File: src/rtl/spi_slave_mem.sv
// SPI mode-0 slave bridging serial write/read commands onto a byte-wide
// memory port with auto-incrementing address and read prefetch.
module spi_slave_mem #(
  parameter int         ADDR_W    = 8,
  parameter logic [7:0] CMD_WRITE = 8'h02,
  parameter logic [7:0] CMD_READ  = 8'h03
) (
  input  logic              clk_i,
  input  logic              rst_i,
  input  logic              spi_sck_i,
  input  logic              spi_csn_i,
  input  logic              spi_mosi_i,
  output logic              spi_miso_o,
  output logic              spi_miso_oe_o,
  output logic              mem_req_o,
  output logic              mem_we_o,
  output logic [ADDR_W-1:0] mem_addr_o,
  output logic [7:0]        mem_wdata_o,
  input  logic [7:0]        mem_rdata_i,
  output logic              frame_done_o,
  output logic              cmd_err_o
);

  localparam int MAXB  = (ADDR_W > 8) ? ADDR_W : 8;
  localparam int CNT_W = $clog2(MAXB);
  localparam int RX_W  = MAXB - 1;
  // Synchronizer lanes are {mosi, csn, sck}; csn idles high.
  localparam logic [2:0] SYNC_RST = 3'b010;

  typedef enum logic [2:0] {IDLE, CMD, ADDR, WDATA, RDATA, IGNORE} state_t;

  logic [2:0] sync_in, sync1_q, sync2_q;
  logic       sck_prev_q, csn_prev_q;
  logic       sck_s, csn_s, mosi_s;
  logic       sck_rise, sck_fall, csn_rise, csn_fall;

  assign sync_in = {spi_mosi_i, spi_csn_i, spi_sck_i};
  assign sck_s   = sync2_q[0];
  assign csn_s   = sync2_q[1];
  assign mosi_s  = sync2_q[2];

  always_ff @(posedge clk_i or posedge rst_i) begin
    if (rst_i) begin
      sync1_q    <= SYNC_RST;
      sync2_q    <= SYNC_RST;
      sck_prev_q <= 1'b0;
      csn_prev_q <= 1'b1;
    end else begin
      sync1_q    <= sync_in;
      sync2_q    <= sync1_q;
      sck_prev_q <= sck_s;
      csn_prev_q <= csn_s;
    end
  end

  assign sck_rise = sck_s & ~sck_prev_q;
  assign sck_fall = ~sck_s & sck_prev_q;
  assign csn_rise = csn_s & ~csn_prev_q;
  assign csn_fall = ~csn_s & csn_prev_q;

  state_t             state_q, state_d;
  logic [CNT_W-1:0]   bit_cnt_q, bit_cnt_d;
  logic [RX_W-1:0]    rx_q, rx_d;
  logic               is_read_q, is_read_d;
  logic [ADDR_W-1:0]  addr_q, addr_d;
  logic [7:0]         tx_q, tx_d;
  logic               miso_q, miso_d;
  logic               req_q, req_d;
  logic               we_q, we_d;
  logic [ADDR_W-1:0]  mem_addr_q, mem_addr_d;
  logic [7:0]         wdata_q, wdata_d;
  logic               cap_q, cap_d;
  logic               frame_done_q, frame_done_d;
  logic               cmd_err_q, cmd_err_d;
  logic [7:0]         rx_byte;
  logic [ADDR_W-1:0]  rx_addr;

  always_comb begin
    state_d      = state_q;
    bit_cnt_d    = bit_cnt_q;
    rx_d         = rx_q;
    is_read_d    = is_read_q;
    addr_d       = addr_q;
    tx_d         = tx_q;
    miso_d       = miso_q;
    req_d        = 1'b0;
    we_d         = 1'b0;
    mem_addr_d   = mem_addr_q;
    wdata_d      = wdata_q;
    cap_d        = req_q & ~we_q;
    frame_done_d = 1'b0;
    cmd_err_d    = 1'b0;
    rx_byte      = {rx_q[6:0], mosi_s};
    rx_addr      = {rx_q[ADDR_W-2:0], mosi_s};

    // Read data is valid exactly one cycle after a read strobe.
    if (cap_q) tx_d = mem_rdata_i;

    if (csn_rise) begin
      state_d      = IDLE;
      bit_cnt_d    = '0;
      frame_done_d = 1'b1;
    end else if (state_q == IDLE) begin
      if (csn_fall) begin
        state_d   = CMD;
        bit_cnt_d = '0;
      end
    end else if (sck_rise) begin
      rx_d      = {rx_q[RX_W-2:0], mosi_s};
      bit_cnt_d = bit_cnt_q + CNT_W'(1);
      case (state_q)
        CMD: if (bit_cnt_q == CNT_W'(7)) begin
          bit_cnt_d = '0;
          if (rx_byte == CMD_WRITE || rx_byte == CMD_READ) begin
            state_d   = ADDR;
            is_read_d = (rx_byte == CMD_READ);
          end else begin
            state_d   = IGNORE;
            cmd_err_d = 1'b1;
          end
        end
        ADDR: if (bit_cnt_q == CNT_W'(ADDR_W - 1)) begin
          bit_cnt_d = '0;
          if (is_read_q) begin
            // First read goes out at once so the byte is ready before the next falling edge.
            state_d    = RDATA;
            req_d      = 1'b1;
            mem_addr_d = rx_addr;
            addr_d     = rx_addr + ADDR_W'(1);
          end else begin
            state_d = WDATA;
            addr_d  = rx_addr;
          end
        end
        WDATA: if (bit_cnt_q == CNT_W'(7)) begin
          bit_cnt_d  = '0;
          req_d      = 1'b1;
          we_d       = 1'b1;
          mem_addr_d = addr_q;
          wdata_d    = rx_byte;
          addr_d     = addr_q + ADDR_W'(1);
        end
        RDATA: if (bit_cnt_q == CNT_W'(7)) begin
          bit_cnt_d  = '0;
          req_d      = 1'b1;
          mem_addr_d = addr_q;
          addr_d     = addr_q + ADDR_W'(1);
        end
        default: bit_cnt_d = '0;
      endcase
    end else if (sck_fall && state_q == RDATA) begin
      miso_d = tx_q[7];
      tx_d   = {tx_q[6:0], 1'b0};
    end

    if (state_d != RDATA) miso_d = 1'b0;
  end

  always_ff @(posedge clk_i or posedge rst_i) begin
    if (rst_i) begin
      state_q      <= IDLE;
      bit_cnt_q    <= '0;
      rx_q         <= '0;
      is_read_q    <= 1'b0;
      addr_q       <= '0;
      tx_q         <= '0;
      miso_q       <= 1'b0;
      req_q        <= 1'b0;
      we_q         <= 1'b0;
      mem_addr_q   <= '0;
      wdata_q      <= '0;
      cap_q        <= 1'b0;
      frame_done_q <= 1'b0;
      cmd_err_q    <= 1'b0;
    end else begin
      state_q      <= state_d;
      bit_cnt_q    <= bit_cnt_d;
      rx_q         <= rx_d;
      is_read_q    <= is_read_d;
      addr_q       <= addr_d;
      tx_q         <= tx_d;
      miso_q       <= miso_d;
      req_q        <= req_d;
      we_q         <= we_d;
      mem_addr_q   <= mem_addr_d;
      wdata_q      <= wdata_d;
      cap_q        <= cap_d;
      frame_done_q <= frame_done_d;
      cmd_err_q    <= cmd_err_d;
    end
  end

  assign spi_miso_oe_o = (state_q == RDATA);
  assign spi_miso_o    = miso_q & spi_miso_oe_o;
  assign mem_req_o     = req_q;
  assign mem_we_o      = we_q;
  assign mem_addr_o    = mem_addr_q;
  assign mem_wdata_o   = wdata_q;
  assign frame_done_o  = frame_done_q;
  assign cmd_err_o     = cmd_err_q;

endmodule

File: config.mk
export PLATFORM = sky130hd
export DESIGN_NAME = spi_slave_mem
export DESIGN_NICKNAME = d
export VERILOG_FILES = /design/src/rtl/spi_slave_mem.sv
export SDC_FILE = /design/constraint.sdc
export NUM_CORES = 1
export LEC_CHECK = 0
export CAP_MARGIN = 20
export CELL_PAD_IN_SITES_DETAIL_PLACEMENT = 0
export CELL_PAD_IN_SITES_GLOBAL_PLACEMENT = 1
export CORE_MARGIN = 2
export CORE_UTILIZATION = 46
export CTS_BUF_LIST = sky130_fd_sc_hd__clkbuf_8
export DETAILED_ROUTE_END_ITERATION = 8
export PLACE_DENSITY = 0.84
export SLEW_MARGIN = 20
export SYNTH_ARGS = -nofsm -noshare
export SYNTH_HDL_FRONTEND = slang
export SYNTH_SLANG_ARGS = --single-unit
File: constraint.sdc
create_clock -name clk_i -period 2.6 [get_ports clk_i]
set_clock_uncertainty 0.15 [all_clocks]
set_input_delay 0.52 -clock clk_i [delete_from_list [all_inputs] [get_ports clk_i]]
set_output_delay 0.52 -clock clk_i [all_outputs]
set_load 0.03 [all_outputs]
# After elaboration in Yosys (flattened, before gate mapping)
# Index checks and enable logic that the tools add are counted.
# word_totals
ff_bits	60
in_bits	13
out_inout_bits	22
word_cells	115
# op_classes
addsub	3
eq_ne	15
n_mux	51
bitwise	13
reduce_logical	15
# ops
op	n
2-to-1 mux 8 bit	11
2-to-1 mux 3 bit	14
one-hot mux 8 bit (2 select lines)	2
2-to-1 mux 1 bit	22
adder 8 x 1 -> 8 bit (second input constant)	2
== test 8 x 2 -> 1 bit (second input constant)	2
AND reduction 6 bit	2
!= test 2 x 1 -> 1 bit (second input constant)	4
NOT 1 bit	7
AND reduction 7 bit	1
bitwise AND 1 bit	6
== test 3 x 2 -> 1 bit (second input constant)	2
== test 3 bit (second input constant)	2
!= test 3 bit (second input constant)	2
one-hot mux 3 bit (2 select lines)	1
AND reduction 5 bit	1
!= test 2 bit (second input constant)	2
AND reduction 4 bit	1
nonzero test 2 bit	2
OR reduction 4 bit	1
adder 3 x 1 -> 3 bit (second input constant)	1
== test 3 x 1 -> 1 bit (second input constant)	1
logical NOT 3 bit	1
AND reduction 3 bit	1
6 further kinds	6

# Depth between registers and ports, before layout
# depth
word_depth	11
ltp_mapped	7
depth_no_buf	6

# Worst setup path after synthesis
# No wires, ideal clock.
# synth_timing
kind	register to register
from	register csn_prev_q
to	register mem_addr_q[0] (netlist: mem_addr_o[0])
setup_time_ns	0.125
arrival_time_ns	2.062
required_ns	2.325
slack_ns	0.264
stages_incl_launch_ff	8
n_path_buf	2
synth_period_minus_slack_ns	2.336
cell_sequence	dfstp_2 inv_1 ha_1 buf_2 or2_2 clkbuf_1 a211oi_4 mux2_2
# synth_via
elab_chain_cells	4
# synth_rtl
element	line	rtl
start, declared	33	logic sck_prev_q, csn_prev_q;
start signal, assigned	52	csn_prev_q <= csn_s;
NOT 1 bit	58	assign csn_rise = csn_s & ~csn_prev_q;
bitwise AND 1 bit	58	
net csn_rise	35	logic sck_rise, sck_fall, csn_rise, csn_fall;
NOT 1 bit (no line)	-	
AND reduction 7 bit (no line)	-	
end signal, assigned	185	mem_addr_q <= mem_addr_d;
end, declared	70	logic [ADDR_W-1:0] mem_addr_q, mem_addr_d;
# The timed path passes the listed nets, and every way through them passes these cells.
# A chain may end at the register's enable or synchronous reset.

# Final worst setup path
# layout_timing
from	register state_q[2]
to	output spi_miso_oe_o
# layout_via
elab_chain_cells	1
# layout_rtl
element	line	rtl
start, declared	61	state_t state_q, state_d;
start signal, assigned	176	state_q <= state_d;
== test 3 bit	193	assign spi_miso_oe_o = (state_q == RDATA);
end, declared	14	output logic spi_miso_oe_o,
# Every way passes these cells.

==> load_flow_metrics.sql <==
INSERT INTO impl_metrics (metric_group, metric, value, unit) VALUES
('status', 'run_status', 'completed', ''),
('detailed_routing', 'drt_iter0_drc', '126', ''),
('synth', 'syn-instance-count', '256', ''),
('setup_path', 'launching_element_type_of_the_critical_path', 'flop', ''),
('floorplan', 'effective_utilization_at_floorplan', '47.6', '%'),
('setup_path', 'rr_worst_depth', '5', ''),
('cells_and_area', 'drive_gt1_share', '24.7', '%'),
('global_route', 'gr-usage-met1', '23.8', '%'),
('cells_and_area', 'p_r_area_growth_vs_syn', '21.3', '%'),
('cts', 'cts.sink_count', '60', ''),
('min_path', 'min-delay-path-class', 'reg -> reg', ''),
('synth', 'post_synth.cell_area_avg', '11.7', 'µm²'),
('synth', 'synth.net_count', '276', ''),
('cts', 'cts-root-to-sink-buffers', '2', ''),
('synth', 'post_synthesis_async_set_or_reset_flop_share', '100', '%'),
('synth', 'synth_most_common_cell', 'dfrtp_1', ''),
('cts', 'clock_tree.root_cell', 'clkbuf_8', ''),
('cts', 'cts-htree-levels', '3', ''),
('synth', 'portion_of_synthesized_cell_area_occupied_by_the_leading_cell_type', '47.5', '%'),
('sta', 'timing_worst_slew_pin_value', '0.546', 'ns'),
('pwr', 'cellPowerDensity', '595', 'nW/µm²'),
('sta', 'final_layout_setup_total_negative_slack', '0', 'ns'),
('floorplan', 'die_height', '84.8', 'µm'),
('cts', 'clkTransAtPathRegs', '0.06', 'ns'),
('detailed_routing', 'route.detailed.vias_per_inst', '5.62', ''),
('global_route', 'grt_max_degree', '27', ''),
('synth', 'synth_top_area_cell', 'dfrtp_1', ''),
('setup_path', 'arrival', '1.73', 'ns'),
('floorplan', 'chipWidth', '84.8', 'µm'),
('synth', 'synth_common_cells', '57 x dfrtp_1, 32 x mux2_2, 17 x o21ai_0', ''),
('cts', 'tritoncts', 'done', ''),
('cells_and_area', 'layout.cells.non_filler', '381', ''),
('detailed_routing', 'antenna_left', '0', ''),
('setup_path', 'cp_data_required_time', '1.93', 'ns'),
('synth', 'synthesis.area', '3000', 'µm²'),
('cts', 'cts-buffers-inserted', '9', ''),
('sta', 'report.final.slew_viol_count', '0', ''),
('global_route', 'remaining_global_route_overflow', '0', ''),
('cts', 'insertion_delay', '0.34', 'ns'),
('floorplan', 'coreArea', '6310', 'µm²'),
('cells_and_area', 'diodes', '0', ''),
('detailed_routing', 'detailroute.via_count', '2142', ''),
('global_route', 'grt_busiest_layer', 'met2', ''),
('cts', 'cts_hold_buf', '0', ''),
('global_route', 'globalRouteMet3Util', '3.24', '%'),
('floorplan', 'placementRows', '29', ''),
('cts', 'cts_setup_buffers', '0', ''),
('cts', 'post_cts.resized_instances', '1', ''),
('place', 'gp_congestion', '0.815', ''),
('cells_and_area', 'finish.net_count', '319', ''),
('sta', 'rsz0062_at_grt', 'false', ''),
('global_route', 'grt_pass1_vias', '2104', ''),
('place', 'place.detailed.instances', '365', ''),
('floorplan', 'die_area', '7190', 'µm²'),
('global_route', 'use_met2', '28.6', '%'),
('sta', 'finalHoldViolCount', '0', ''),
('detailed_routing', 'routed_wire_length_per_instance', '15.7', 'µm'),
('synth', 'synth_seq_cells', '60', ''),
('synth', 'synth_seq_area_share', '50.1', '%'),
('global_route', 'grt_pass1_wl', '10100', 'µm'),
('sta', 'clock.fmax', '416', 'MHz'),
('synth', 'synth.yosys.warnings', '0', ''),
('synth', 'ys.flop_type', 'dfrtp_1', ''),
('global_route', 'antenna_violations_before_repair', '0', ''),
('sta', 'setup_viol_count_final', '0', ''),
('detailed_routing', 'wirelength', '5970', 'µm'),
('floorplan', 'io-pin-count', '35', ''),
('sta', 'timing.slew.headroom', '63.6', '%'),
('sta', 'post-route-min-period', '2.40', 'ns'),
('synth', 'synth.distinct_cells', '53', ''),
('detailed_routing', 'remaining_drc_errors', '0', ''),
('synth', 'synth.area.top_cells', 'dfrtp_1 48%, mux2_2 12%, mux2i_1 5.0%', ''),
('place', 'place.port_buffers', '34', ''),
('setup_path', 'critPathMaxFanout', '9', ''),
('place', 'place.detailed.hpwl', '4190', 'µm'),
('flow_run', 'cap_viol_max_count', '0', ''),
('pwr', 'static-leakage-power', '1.60', 'nW'),
('global_route', 'gr-usage-all-layers', '17.9', '%'),
('min_path', 'worst_hold_path_cells', '0', ''),
('setup_path', 'critPathKind', 'reg -> out', ''),
('setup_path', 'cp-end-kind', 'output pin', ''),
('synth', 'synth_enable_flop_cells', '0', ''),
('detailed_routing', 'detailedRoute.firstPassIterationCount', '4', ''),
('sta', 'final.period_utilization', '92.5', '%'),
('pwr', 'ir_drop', '0.331', 'mV');
cell type report:
| type | instances | area (µm²) |
|---|---|---|
| Inverter | 14 | 52.6 |
| Clock buffer | 12 | 165 |
| Sequential cell | 60 | 1510 |
| Multi-Input combinational cell | 168 | 1370 |
| Fill cell | 556 | 2670 |
| Clock inverter | 4 | 17.5 |
| Tap cell | 77 | 96.3 |
| Timing Repair Buffer | 46 | 439 |
metrics by stage:
stage	hold WS, ns	setup WS (ns)	util (%)	total power [mW]	instance area, µm²
6_report	0.200	0.195	57.7	2.17	3640
5_1_grt	0.208	0.126	57.7	2.27	3640
4_1_cts	0.204	0.192	57.7	2.19	3640
3_5_place_dp	0.189	0.270	54.8	1.42	3460
3_3_place_gp	0.185	0.335	54.8	1.41	3460
2_1_floorplan	0.181	0.264	-	1.29	3000
metal layers:
layer	part of all wire [%]	routed length [µm]	up-vias
li1	-	-	1011
met1	45	2710	1077
met2	49	2930	44
met3	3.5	210	10
met4	2.1	124	0
met5	0	0	-
flip-flops by register name (all words and copies together) (netlist names):
name	flops
csn_prev_q	1
bit_cnt_q	3
rx_q	7
sck_prev_q	1
mem_wdata_o	8
frame_done_o	1
cmd_err_o	1
tx_q	8
mem_req_o	1
miso_q	1
cap_q	1
mem_addr_o	8
sync1_q	3
state_q	3
addr_q	8
is_read_q	1
mem_we_o	1
sync2_q	3
cells by family after synthesis:
group	count (synthesis)	synth area share, %
fa+ha+maj	7	2.92
flops	60	50.1
compound gates	43	10.7
simple gates	64	12.8
mux	47	17.0
xor+xnor	7	2.04
buf+inv	28	4.37
worst max-delay path, cell delays in order (launching register included):
cell,delay [ns]
dfrtp_1,0.48
or3b_1,0.41
inv_2,0.11
dlygate4sd2_1,0.40
layout by cell type, fill, tap and decap left out, drive strengths merged, types with 12 or more instances in the layout:
| cell type | netlist | layout |
|---|---|---|
| dfrtp | 57 | 57 |
| o21ai | 17 | 17 |
| buf | 8 | 13 |
| mux2i | 15 | 15 |
| clkbuf | 6 | 12 |
| inv | 14 | 16 |
| mux2 | 32 | 32 |
| clkdlybuf4s50 | 0 | 32 |
| nand2 | 13 | 13 |
report_power, final:
group / leakage [nW] / internal [mW] / switching, mW
clock network: 0.105 / 0.414 / 0.350
registers: 0.770 / 0.983 / 0.0469
logic: 0.721 / 0.184 / 0.188
total: 1.60 / 1.58 / 0.585
final timing paths:
check                      startpoint             to  slack, ns
setup / recovery           state_q[2]  spi_miso_oe_o       0.20
hold / removal             sync1_q[2]     sync2_q[2]       0.20
hold reg to reg            sync1_q[2]     sync2_q[2]       0.20
min in group asynchronous       rst_i  mem_addr_o[6]       0.33
max in group asynchronous       rst_i        tx_q[7]       1.38
setup reg to reg           state_q[2]  mem_addr_o[4]       0.26
Note: power is estimated with default switching activity, not from simulation.
